## config.mk

```make
export PLATFORM = sky130hd
export DESIGN_NAME = cm0_core_smul_seq_flat
export DESIGN_NICKNAME = d
export VERILOG_FILES = /design/src/rtl/cm0_core_smul_seq_if.sv /design/src/rtl/cm0_core_smul_seq.sv /design/src/flat_wrapper.sv
export SDC_FILE = /design/constraint.sdc
export NUM_CORES = 1
export LEC_CHECK = 0
export CORE_MARGIN = 1
export CORE_UTILIZATION = 40
export CTS_BUF_LIST = sky130_fd_sc_hd__clkbuf_4
export CTS_CLUSTER_SIZE = 24
export DETAILED_ROUTE_END_ITERATION = 16
export GPL_TIMING_DRIVEN = 0
export PLACE_DENSITY = 0.72
export REMOVE_ABC_BUFFERS = 1
export SETUP_SLACK_MARGIN = 0.02
export SYNTH_ARGS = -nofsm -noshare
export SYNTH_HDL_FRONTEND = slang
export SYNTH_SLANG_ARGS = --single-unit
```

## constraint.sdc

```tcl
create_clock -name clk_i -period 3.8 [get_ports clk_i]
set_input_delay 0.38 -clock clk_i [delete_from_list [all_inputs] [get_ports clk_i]]
set_output_delay 0.38 -clock clk_i [all_outputs]
set_load 0.01 [all_outputs]
```

## src/rtl/cm0_core_smul_seq_if.sv

```systemverilog
// Handshake and data bundle between the core issue logic and the small-multiplier
// sequencer. The bit-select mux index (imm_o) and its returned bit (sel_i) travel
// here as well, so the sequencer sees one bus for everything except clock and reset.
interface cm0_core_smul_seq_if;
    logic        start_i;
    logic        kill_i;
    logic [31:0] opb_i;
    logic        sel_i;
    logic [4:0]  imm_o;
    logic        busy_o;
    logic        done_o;
    logic [31:0] res_o;

    // Issue logic / mux side
    modport master (
        output start_i, kill_i, opb_i, sel_i,
        input  imm_o, busy_o, done_o, res_o
    );

    // Sequencer side
    modport slave (
        input  start_i, kill_i, opb_i, sel_i,
        output imm_o, busy_o, done_o, res_o
    );
endinterface

```

## src/rtl/cm0_core_smul_seq.sv

```systemverilog
// Iterative MSB-first shift-and-add sequencer for the small-multiplier MULS path.
// Each RUN cycle it selects one multiplier bit through the external 32:1 mux
// (imm 1..31 -> bits 31..1, imm 0 -> bit 0) and folds it into the accumulator.
// 33 cycles from accepted start to the done pulse; low 32 bits of the product only.
module cm0_core_smul_seq #(
    parameter bit SMUL = 1'b1
) (
    input  logic                  clk_i,
    input  logic                  rst_i,
    cm0_core_smul_seq_if.slave    bus
);

    generate
        if (SMUL) begin : g_seq
            typedef enum logic [1:0] {
                ST_IDLE = 2'd0,
                ST_RUN  = 2'd1,
                ST_DONE = 2'd2
            } state_t;

            state_t      r_state;
            state_t      w_state_nxt;
            logic [4:0]  r_cnt;
            logic [31:0] r_acc;
            logic [31:0] r_opb_q;
            logic [31:0] r_res_q;
            logic        w_accept;
            logic [31:0] w_acc_nxt;

            // A new operation may start only from IDLE or DONE; kill always wins.
            assign w_accept  = bus.start_i && !bus.kill_i &&
                               ((r_state == ST_IDLE) || (r_state == ST_DONE));
            // Shift-and-add step; the sum deliberately wraps modulo 2^32.
            assign w_acc_nxt = (r_acc << 1) + (bus.sel_i ? r_opb_q : 32'd0);

            // State register.
            always_ff @(posedge clk_i) begin
                // NOTE: sequential state uses non-blocking assignments so every
                // register samples pre-edge values regardless of block ordering.
                if (rst_i) r_state <= ST_IDLE;
                else       r_state <= w_state_nxt;
            end

            // Next-state decode.
            always_comb begin
                // NOTE: default assigned first so no path leaves the output
                // unassigned, which would otherwise infer a latch.
                w_state_nxt = r_state;
                if (bus.kill_i) begin
                    w_state_nxt = ST_IDLE;
                end else begin
                    case (r_state)
                        ST_IDLE: if (w_accept) w_state_nxt = ST_RUN;
                        ST_RUN:  if (r_cnt == 5'd0) w_state_nxt = ST_DONE;
                        ST_DONE: w_state_nxt = w_accept ? ST_RUN : ST_IDLE;
                        default: w_state_nxt = ST_IDLE;
                    endcase
                end
            end

            // Datapath: operand capture, accumulate, step count, result latch.
            always_ff @(posedge clk_i) begin
                if (rst_i) begin
                    r_cnt   <= 5'd0;
                    r_acc   <= 32'd0;
                    r_opb_q <= 32'd0;
                    r_res_q <= 32'd0;
                end else if (bus.kill_i) begin
                    // Abort: scratch state cleared, last good result kept.
                    r_cnt <= 5'd0;
                    r_acc <= 32'd0;
                end else if (w_accept) begin
                    r_opb_q <= bus.opb_i;
                    r_acc   <= 32'd0;
                    r_cnt   <= 5'd1;
                end else if (r_state == ST_RUN) begin
                    r_acc <= w_acc_nxt;
                    r_cnt <= r_cnt + 5'd1;
                    // cnt==0 is the bit-0 step, the last one of the product.
                    if (r_cnt == 5'd0) r_res_q <= w_acc_nxt;
                end
            end

            // Outputs decode registered state only.
            always_comb begin
                bus.imm_o  = (r_state == ST_RUN) ? r_cnt : 5'd0;
                bus.busy_o = (r_state == ST_RUN);
                bus.done_o = (r_state == ST_DONE);
                bus.res_o  = r_res_q;
            end
        end else begin : g_tieoff
            // Fast-multiplier build: sequencer absent, outputs constant.
            assign bus.imm_o  = 5'd0;
            assign bus.busy_o = 1'b0;
            assign bus.done_o = 1'b0;
            assign bus.res_o  = 32'd0;
        end
    endgenerate

endmodule

```

## src/flat_wrapper.sv

```systemverilog
// flat-port wrapper written by rule: the top's interface ports become plain ports
module cm0_core_smul_seq_flat 
#(
    parameter bit SMUL = 1'b1
)
  (clk_i, rst_i, bus_start_i, bus_kill_i, bus_opb_i, bus_sel_i, bus_imm_o, bus_busy_o, bus_done_o, bus_res_o);
  cm0_core_smul_seq_if bus_i ();
  input  logic clk_i;
  input  logic rst_i;
  input wire logic [$bits(bus_i.start_i)-1:0] bus_start_i;
  input wire logic [$bits(bus_i.kill_i)-1:0] bus_kill_i;
  input wire logic [$bits(bus_i.opb_i)-1:0] bus_opb_i;
  input wire logic [$bits(bus_i.sel_i)-1:0] bus_sel_i;
  output wire logic [$bits(bus_i.imm_o)-1:0] bus_imm_o;
  output wire logic [$bits(bus_i.busy_o)-1:0] bus_busy_o;
  output wire logic [$bits(bus_i.done_o)-1:0] bus_done_o;
  output wire logic [$bits(bus_i.res_o)-1:0] bus_res_o;
  assign bus_i.start_i = bus_start_i;
  assign bus_i.kill_i = bus_kill_i;
  assign bus_i.opb_i = bus_opb_i;
  assign bus_i.sel_i = bus_sel_i;
  assign bus_imm_o = bus_i.imm_o;
  assign bus_busy_o = bus_i.busy_o;
  assign bus_done_o = bus_i.done_o;
  assign bus_res_o = bus_i.res_o;
  cm0_core_smul_seq #(.SMUL(SMUL)) u_core (.clk_i(clk_i), .rst_i(rst_i), .bus(bus_i));
endmodule
```

* Word level (Yosys, flattened, before mapping)
Cells that the tools add are included.
Storage, ports and cells: flip-flop bits (word level) 102, output and inout bits 39, bits of input ports 37
Cells by class: multiplexer cells 8, equal/unequal tests 4, bitwise logic cells 2, add/subtract/negate cells 2, reduce and logical (&&, ||, !) cells 12
Operators with widths (number):
- $add A32 B32 Y32 | 1
- $mux W32 | 1
- $pmux W2 S3 | 1
- $add A5 B1 Y5 const B | 1
- $logic_not A5 Y1 | 1
- $mux W5 | 1
- $mux W2 | 2
- $ne A2 B1 Y1 const B | 2
- $reduce_and A2 Y1 | 2
- $reduce_and A4 Y1 | 1
- $mux W1 | 3
- $reduce_or A3 Y1 | 1
- $eq A2 B1 Y1 const B | 1
- $eq A2 B2 Y1 const B | 1
- $logic_and A1 B1 Y1 | 2
- $logic_not A2 Y1 | 1
- $not A1 Y1 | 2
- $reduce_bool A2 Y1 | 1
- $reduce_or A2 Y1 | 1
- $logic_not A1 Y1 | 1
- $logic_or A1 B1 Y1 | 1

* Longest topological paths before layout
Gate-level depths: netlist of the first run.
word-level depth 5, gate-level depth with buffers 11

* Worst setup path after synthesis of the first run
OpenSTA, ideal clock, no wires.
path kind input port to flip-flop, start point input port bus_sel_i, end point register u_core.g_seq.r_res_q[31], in the netlist u_core.bus.res_o[31], setup time 0.120 ns, slack 0.952 ns, required time 3.680 ns, stages 11, arrival time 2.728 ns, cells stage by stage clkbuf_1 -> and2_1 -> ha_1 -> fa_1 -> a211oi_1 -> o21ai_1 -> nand3_1 -> a31oi_2 -> nand4_1 -> mux2_1 -> o31a_1
Between the ends: longest elaborated chain between the ends 2
RTL lines:
- start, declared | RTL line flat_wrapper.sv:13 | input wire logic [$bits(bus_i.sel_i)-1:0] bus_sel_i;
- $mux W32 | RTL line cm0_core_smul_seq.sv:34 | assign w_acc_nxt = (r_acc << 1) + (bus.sel_i ? r_opb_q : 32'd0);
- $add A32 B32 Y32 | RTL line cm0_core_smul_seq.sv:34
- end signal, assigned | RTL line cm0_core_smul_seq.sv:80 | if (r_cnt == 5'd0) r_res_q <= w_acc_nxt;
- end, declared | RTL line cm0_core_smul_seq.sv:26 | logic [31:0] r_res_q;
Every way passes these cells. A chain may end at the register's enable or synchronous reset.

* Worst setup path after layout of the first run
start point input port bus_sel_i, end point register u_core.g_seq.r_res_q[20], in the netlist u_core.bus.res_o[20]
The elaborated chain is that of the path after synthesis.

==> out/results.tsv, run 1 <==
stage	metric	value	unit
run_status	status	complete, no violations	
critical_path	path_class	in -> reg	
clock_network	path_clk_slew	0.17	ns
critical_path	slowest_delay	0.85	ns
clock_network	clock_sinks	102	
logic_synthesis	synth_top_family_by_area	simple AND/OR/NAND/NOR gates	
critical_path	crit_required	4.17	ns
logic_synthesis	synth_commonest_cells	165 x nand2_1, 109 x a21oi_1, 102 x dfxtp_1	
timing	final.setup.worst_slack	0.332	ns
clock_network	cts_max_path_buffers	2	
routing	drc	0	
logic_synthesis	yosysTopAreaCellShare	0.356	
timing	tns	0	ns
routing	vias_per_cell	5.26	
routing	drtIter0Drc	230	
floorplan	die_h	122	um
clock_network	tritoncts	done	
logic_synthesis	ys_ff_latch	102	
final_layout	fin_cells	976	
routing	firstDrtPassIters	5	
power	leakagePower	2.41	nW
logic_synthesis	ys_types	62	
floorplan	start_util	0.412	
place	place_hpwl	10200	um
place	routabilityCongestion	0.921	
floorplan	die_w	122	um
timing	rsz0062_at_grt	false	
logic_synthesis	synth_mux_area_frac	0.00893	
clock_network	clock_latency	0.48	ns
final_layout	final_cell_area	0.00665	sq mm
routing	vias	5131	
logic_synthesis	synth-edff-count	0	
hold_path	min_from	bus_opb_i[1]	
final_layout	nNetsFinal	860	
routing	ant_nets	0	
logic_synthesis	synth_xor_area_frac	0.0381	
final_layout	multi_input_area	0.00337	sq mm
hold_path	min_path_type	in -> reg	
job	drv_cap	0	
timing	period_share	0.913	
timing	worstMarginPinSlew	0.985	ns
timing	maxSlewViolCount	0	
place	numPortBuffers	75	
timing	hold_ws	0.414	ns
critical_path	cp-startpoint	bus_sel_i	
logic_synthesis	netlist_instances	747	
routing	drt_wl_total	14100	um
critical_path	cp_top_family	compound AO/OA/AOI/OAI gates	
clock_network	cts.htree.levels	3	
power	irDropWorstVdd	0.125	mV
global_routing	grt_first_pass_wirelength	23400	um
critical_path	slowest_stage	dlygate4sd2_1	
critical_path	arrival	3.83	ns
global_routing	grt_antenna_before_repair	1	
global_routing	grt.total_usage	0.199	
logic_synthesis	yosysMostFrequentCell	nand2_1	
final_layout	final_core_util	0.477	
logic_synthesis	synthAdderAreaFrac	0.0732	
floorplan	rows	43	
critical_path	crit_chain	dlygate4sd2_1, and2_1, ha_1, a21o_1, a21oi_1, a211oi_1, nor3_1, a21oi_1, xnor2_1, a211oi_1	
final_layout	post_route_cells_drive_above_1_share	0.0428	
place	post_dp_cell_area	0.00650	sq mm
floorplan	die-area	0.0148	sq mm
logic_synthesis	synth_simple_gate_area_frac	0.265	
power	power.total	1.88	mW
clock_network	cts_hold_buf	0	
floorplan	ios	76	
critical_path	startpoint_type	input pin	
global_routing	grt_max_degree	40	
logic_synthesis	syn_area_per_cell	7.69	sq um
critical_path	r2r_start	u_core.g_seq.r_opb_q[4]	
timing	relSlewSlack	0.343	
critical_path	path_max_fanout	33	
routing	wl_per_cell	14.4	um
place	dp_slack	-0.499	ns
logic_synthesis	ys_seq_area_frac	0.356	
place	placed_cells	958	
clock_network	cts-buffers-inserted	9	
logic_synthesis	synthTopCellsByArea	dfxtp_1 36%, nand2_1 11%, a21oi_1 9.5%	
logic_synthesis	ys.flop_type	dfxtp_1	
timing	hold_viol	0	
power	power_density	282	mW/mm^2
timing	setup_viol	0	
final_layout	syn_to_final_growth	15.8	%
critical_path	worstSetupEndpointType	register	
logic_synthesis	syn_area	0.00574	sq mm
final_layout	final.fill_count	1398	
timing	min_period	3.47	ns
final_layout	regArea	0.00204	sq mm
timing	max_freq	0.288	GHz
clock_network	cts-root-buf	clkbuf_4	
logic_synthesis	async_flop_share	0	
timing	clock_skew	0.0199	ns
logic_synthesis	yosys_warnings	0	
logic_synthesis	synth-compound-area-share	0.199	
critical_path	crit_buf_inv	1	
global_routing	grt_overflow	0	
floorplan	coreArea	0.0139	sq mm
logic_synthesis	synth.largest_area_cell	dfxtp_1	
global_routing	grt_pass1_vias	4785	
==> path summary, 6_finish.rpt <==
path,end,slack [ns],depth (start not counted)
hold reg to reg,u_core.g_seq.r_opb_q[25],0.46,2
setup / recovery,u_core.bus.res_o[20],0.33,10
hold / removal,u_core.g_seq.r_opb_q[1],0.41,3
setup reg to reg,u_core.bus.res_o[20],0.79,9
==> power breakdown <==
| group | leakage, nW | internal, mW | total, mW | switching, mW |
|---|---|---|---|---|
| combinational | 1.50 | 0.0788 | 0.181 | 0.102 |
| clock | 0.0794 | 0.215 | 0.596 | 0.381 |
| sequential | 0.826 | 1.09 | 1.10 | 0.00952 |
==> area by class of cell <==
cell class | instances | area share
antenna | 1 | 0.000376
clock buffer | 10 | 0.0113
clock inverter | 6 | 0.0103
inverter | 11 | 0.00677
multi-input combinational | 585 | 0.507
sequential | 102 | 0.307
tap | 180 | 0.0339
timing repair buffer | 80 | 0.122
timing repair inverter | 1 | 0.000753
==> worst reg2reg max path, cell delays in order (launching register included) <==
cell,delay [ns]
dfxtp_1,0.34
and2_1,0.14
ha_1,0.35
a21o_1,0.20
a21oi_1,0.37
a211oi_1,0.14
nor3_1,0.54
a21oi_1,0.31
xnor2_1,0.38
a211oi_1,0.13
==> state kept, by name, summed over array words and instances (netlist names) <==
name,cells
u_core.bus.res_o,32
u_core.g_seq.r_acc,31
u_core.g_seq.r_state,2
u_core.g_seq.r_cnt,5
u_core.g_seq.r_opb_q,32
==> cells in the final DEF, fill, tap and decap left out, types with 3 or more instances in the layout <==
cell type / n
nand2b_1: 3
buf_6: 3
o21a_1: 6
o211ai_1: 4
clkbuf_4: 10
dfxtp_1: 102
nor2b_1: 4
a211oi_1: 15
or4_1: 3
o31ai_1: 4
nand3b_1: 6
nor2_1: 37
a21oi_1: 109
and2_1: 34
nor4_1: 3
xnor2_1: 12
nand3_1: 25
nand2_1: 165
o21ai_1: 4
clkdlybuf4s50_1: 73
mux2i_1: 4
nor3_1: 11
inv_1: 10
a21o_1: 5
xor2_1: 13
ha_1: 32
a31oi_1: 5
nand4_1: 11
o21ai_0: 31
inv_6: 3
==> per-layer routing <==
| metal | wire length, um | global-route usage | vias up |
|---|---|---|---|
| li1 | - | - | 2693 |
| met3 | 634 | 0.0257 | 10 |
| met5 | 0 | 0 | - |
| met2 | 6090 | 0.302 | 93 |
| met4 | 161 | 0.0741 | 0 |
| met1 | 7170 | 0.285 | 2335 |
==> kinds of logic after synthesis <==
| group | Yosys count |
|---|---|
| xor gates and xnor gates | 25 |
| and+or+nand+nor | 324 |
| AOI/OAI and AO/OA | 198 |
| DFF | 102 |
| muxes | 5 |
| buffers and inverters | 60 |
| adders and majority gates | 33 |
==> repair_timing <==
item	CTS	global route
cloned	0	1
setup endpoints to repair	3	4
endpoints found under the hold margin	0	0
buffers inserted	0	0
resized for setup	1	1
No activity file was read; power rests on OpenSTA's default activity.
==> run 2: changes to the inputs <==
- ABC_AREA: unset -> 1
- PLACE_DENSITY: 0.72 -> 0.71
==> run 2 against run 1 <==
Clock skew up 0.0044 ns. Sequential share of layout area shrank 3.4 points. Combinational power is 34% higher. Die area up 11%. Setup slack improved by 0.16 ns. Critical endpoint is now u_core.g_seq.r_acc[21].
==> out/results.tsv, run 2 <==
stage	metric	value	unit	change
timing	worstMarginPinSlew	1.30	ns	was 0.985 ns
clock_network	cts-root-buf	clkbuf_4		unchanged
timing	max_freq	0.302	GHz	was 0.288 GHz
timing	hold_viol	0		unchanged
logic_synthesis	netlist_instances	1062		was 747
power	p_sw	0.538	mW	was 0.492 mW
power	irDropWorstVdd	0.139	mV	was 0.125 mV
critical_path	slowest_delay	1.07	ns	was 0.85 ns
clock_network	postCtsSetupBuffers	0		unchanged
logic_synthesis	syn_area	0.00636	sq mm	was 0.00574 sq mm
timing	rsz0062_at_grt	false		unchanged
power	combPwrFrac	0.123		was 0.096
run_status	status	complete, no violations		unchanged
routing	ant_nets	0		unchanged
final_layout	nNetsFinal	1189		was 860
routing	drc	0		unchanged
routing	drt_wl_total	16400	um	was 14100 um
final_layout	syn_to_final_growth	17.5	%	was 15.8%
global_routing	use_met1	0.297		was 0.285
logic_synthesis	synth-edff-count	0		unchanged
global_routing	grt_max_degree	54		was 40
clock_network	clock_sinks	102		unchanged
timing	relSlewSlack	0.133		was 0.343
global_routing	grt_busiest_layer	met2		unchanged
job	drv_cap	0		unchanged
logic_synthesis	ys_ff_latch	102		unchanged
final_layout	layout_common_cells	277 x nand2_1, 223 x inv_1, 155 x nor2_1		was 165 x nand2_1, 109 x a21oi_1, 102 x dfxtp_1
clock_network	clock_latency	0.49	ns	was 0.48 ns
clock_network	tritoncts	done		unchanged
critical_path	startpoint_type	input pin		unchanged
logic_synthesis	yosys_warnings	0		unchanged
floorplan	die_h	128	um	was 122 um
routing	firstDrtPassIters	5		unchanged
power	swShare	0.275		was 0.262
timing	maxSlewViolCount	0		unchanged
final_layout	final.fill_count	1657		was 1398
critical_path	crit_chain	clkdlybuf4s50_1, nand2_1, inv_1, ha_1, fa_1, nand3_1, nand3_1, nand3_1, nand3_1, nand3_1, nand2_1, nand2_1, nand3_1, nand2_1, inv_1		was dlygate4sd2_1, and2_1, ha_1, a21o_1, a21oi_1, a211oi_1, nor3_1, a21oi_1, xnor2_1, a211oi_1
logic_synthesis	syn_area_per_cell	5.99	sq um	was 7.69 sq um
global_routing	use_met2	0.310		was 0.302
floorplan	coreArea	0.0154	sq mm	was 0.0139 sq mm
place	place_hpwl	12300	um	was 10200 um
critical_path	worstSetupEndpointType	register		unchanged
clock_network	path_clk_slew	0.15	ns	was 0.17 ns
floorplan	start_util	0.414		was 0.412
critical_path	slowest_stage	clkdlybuf4s50_1		was dlygate4sd2_1
global_routing	grt_pass1_vias	5427		was 4785
final_layout	post_route_cells_drive_above_1_share	0.0222		was 0.0428
global_routing	grt_overflow	0		unchanged
floorplan	die-area	0.0164	sq mm	was 0.0148 sq mm
critical_path	crit_required	4.19	ns	was 4.17 ns
global_routing	use_met3	0.0225		was 0.0257
logic_synthesis	yosysTopAreaCellShare	0.321		was 0.356
critical_path	cpMostUsedCell	nand3_1		
logic_synthesis	ys_types	28		was 62
power	pwr-share-seq	0.574		was 0.586
final_layout	final_common_cell	nand2_1		unchanged
place	routabilityCongestion	0.883		was 0.921
routing	drtIter0Drc	387		was 230
logic_synthesis	ys_seq_area_frac	0.321		was 0.356
clock_network	cts.htree.levels	3		unchanged
logic_synthesis	ys.flop_type	dfxtp_1		unchanged
floorplan	die_w	128	um	was 122 um
timing	period_share	0.871		was 0.913
critical_path	path_class	in -> reg		unchanged
logic_synthesis	synth.largest_area_cell	dfxtp_1		unchanged
timing	min_period	3.31	ns	was 3.47 ns
power	pwr-share-clk	0.303		was 0.317
floorplan	ios	76		unchanged
timing	clock_skew	0.0243	ns	was 0.0199 ns
critical_path	arrival	3.70	ns	was 3.83 ns
global_routing	grt_antenna_before_repair	1		unchanged
place	post_dp_cell_area	0.00732	sq mm	was 0.00650 sq mm
critical_path	path_max_fanout	33		unchanged
critical_path	cp_top_family	simple AND/OR/NAND/NOR gates		was compound AO/OA/AOI/OAI gates
global_routing	grt.total_usage	0.204		was 0.199
final_layout	final_cell_area	0.00747	sq mm	was 0.00665 sq mm
clock_network	cts_max_path_buffers	2		unchanged
power	leakagePower	4.03	nW	was 2.41 nW
power	power_density	262	mW/mm^2	was 282 mW/mm^2
place	numPortBuffers	75		unchanged
routing	vias	6117		was 5131
logic_synthesis	synthTopCellsByArea	dfxtp_1 32%, nand2_1 16%, inv_1 13%		was dfxtp_1 36%, nand2_1 11%, a21oi_1 9.5%
final_layout	final_core_util	0.486		was 0.477
critical_path	crit_buf_inv	3		was 1
floorplan	rows	45		was 43
logic_synthesis	synth_commonest_cells	277 x nand2_1, 223 x inv_1, 155 x nor2_1		was 165 x nand2_1, 109 x a21oi_1, 102 x dfxtp_1
hold_path	min_path_type	reg -> reg		was in -> reg
global_routing	grt_first_pass_wirelength	26200	um	was 23400 um
power	intPower	1.42	mW	was 1.38 mW
logic_synthesis	async_flop_share	0		unchanged
routing	vias_per_cell	4.58		was 5.26
logic_synthesis	yosysMostFrequentCell	nand2_1		unchanged
clock_network	cts-buffers-inserted	9		unchanged
timing	setup_viol	0		unchanged
routing	wl_per_cell	12.3	um	was 14.4 um
## run 2: cell types whose count changed after synthesis, moves of 6 or more
| cell | previous run | this run |
|---|---|---|
| clkbuf_1 | 33 | 19 |
| o21a_1 | 6 | 0 |
| o21ai_0 | 31 | 55 |
| a211oi_1 | 15 | 0 |
| nor3_1 | 13 | 2 |
| inv_1 | 11 | 223 |
| xnor2_1 | 12 | 4 |
| and2_1 | 34 | 2 |
| nor2_1 | 37 | 155 |
| nand2_1 | 165 | 277 |
| nand3_1 | 25 | 71 |
| buf_1 | 1 | 8 |
| a21oi_1 | 109 | 61 |
## run 2: power by group through the flow
stage	logic (mW)	registers, mW	clock network [mW]
5_1_grt	0.272	1.13	0.643
4_1_cts	0.241	1.12	0.608
3_5_place_dp	0.240	1.15	0
2_1_floorplan	0.129	1.15	0
6_report	0.242	1.12	0.593
3_3_place_gp	0.232	1.15	0
## run 2: path summary, 6_finish.rpt
path	from	end	slack [ns]	depth (start not counted)
max	bus_sel_i	u_core.g_seq.r_acc[21]	0.49	15
min	u_core.g_seq.r_opb_q[10]	u_core.g_seq.r_opb_q[10]	0.46	2
max reg2reg	u_core.g_seq.r_state[0]	u_core.bus.res_o[6]	0.80	7
min reg2reg	u_core.g_seq.r_opb_q[10]	u_core.g_seq.r_opb_q[10]	0.46	2
## run 2: layer usage
layer | vias to the layer above | part of all wire
li1 | 3321 | -
met1 | 2662 | 0.53
met2 | 119 | 0.41
met3 | 15 | 0.042
met4 | 0 | 0.016
met5 | - | 0
## run 2: cell families (layout without fill, tap and decap cells)
family / count (synthesis) / count (layout) / synth area share
AOI/OAI and AO/OA: 135 / 135 / 0.110
buffers and inverters: 260 / 321 / 0.155
xor gates and xnor gates: 15 / 15 / 0.0207
and+or+nand+nor: 517 / 518 / 0.327
adders and majority gates: 33 / 33 / 0.0661
DFF: 102 / 102 / 0.321
other: 0 / 1 / 0
## run 2: metrics by stage
stage	power, mW	hold slack, ns	setup TNS [ns]	setup slack, ns	cells
after CTS	1.97	0.459	0	0.198	1334
after global routing	2.04	0.472	0	0.229	1336
after floorplan	1.28	0.426	0	0.867	1028
after detailed placement	1.39	0.438	0	0.0434	1318
after global placement	1.38	0.433	-46.94	-1.37	1314
final	1.96	0.458	0	0.490	1336
## run 2: repair_timing
item / CTS / global route
endpoints found under the setup margin: 0 / 1
gates resized for setup: 0 / 0
hold buffers: 0 / 0
hold endpoints to repair: 0 / 0
## run 2: cell type report
| cell class | instances | area [sq um] | area share |
|---|---|---|---|
| multi-input combinational | 701 | 3340 | 0.447 |
| sequential | 102 | 2040 | 0.273 |
| inverter | 226 | 848 | 0.114 |
| timing repair buffer | 79 | 836 | 0.112 |
| tap | 211 | 264 | 0.0353 |
| clock buffer | 10 | 75.1 | 0.0100 |
| clock inverter | 6 | 67.6 | 0.00904 |
| antenna | 1 | 2.50 | 0.000335 |
## run 2: worst min-delay path, stage by stage, from the launching register on
cell	delay (ns)
dfxtp_1	0.34
inv_1	0.05
a21oi_1	0.05
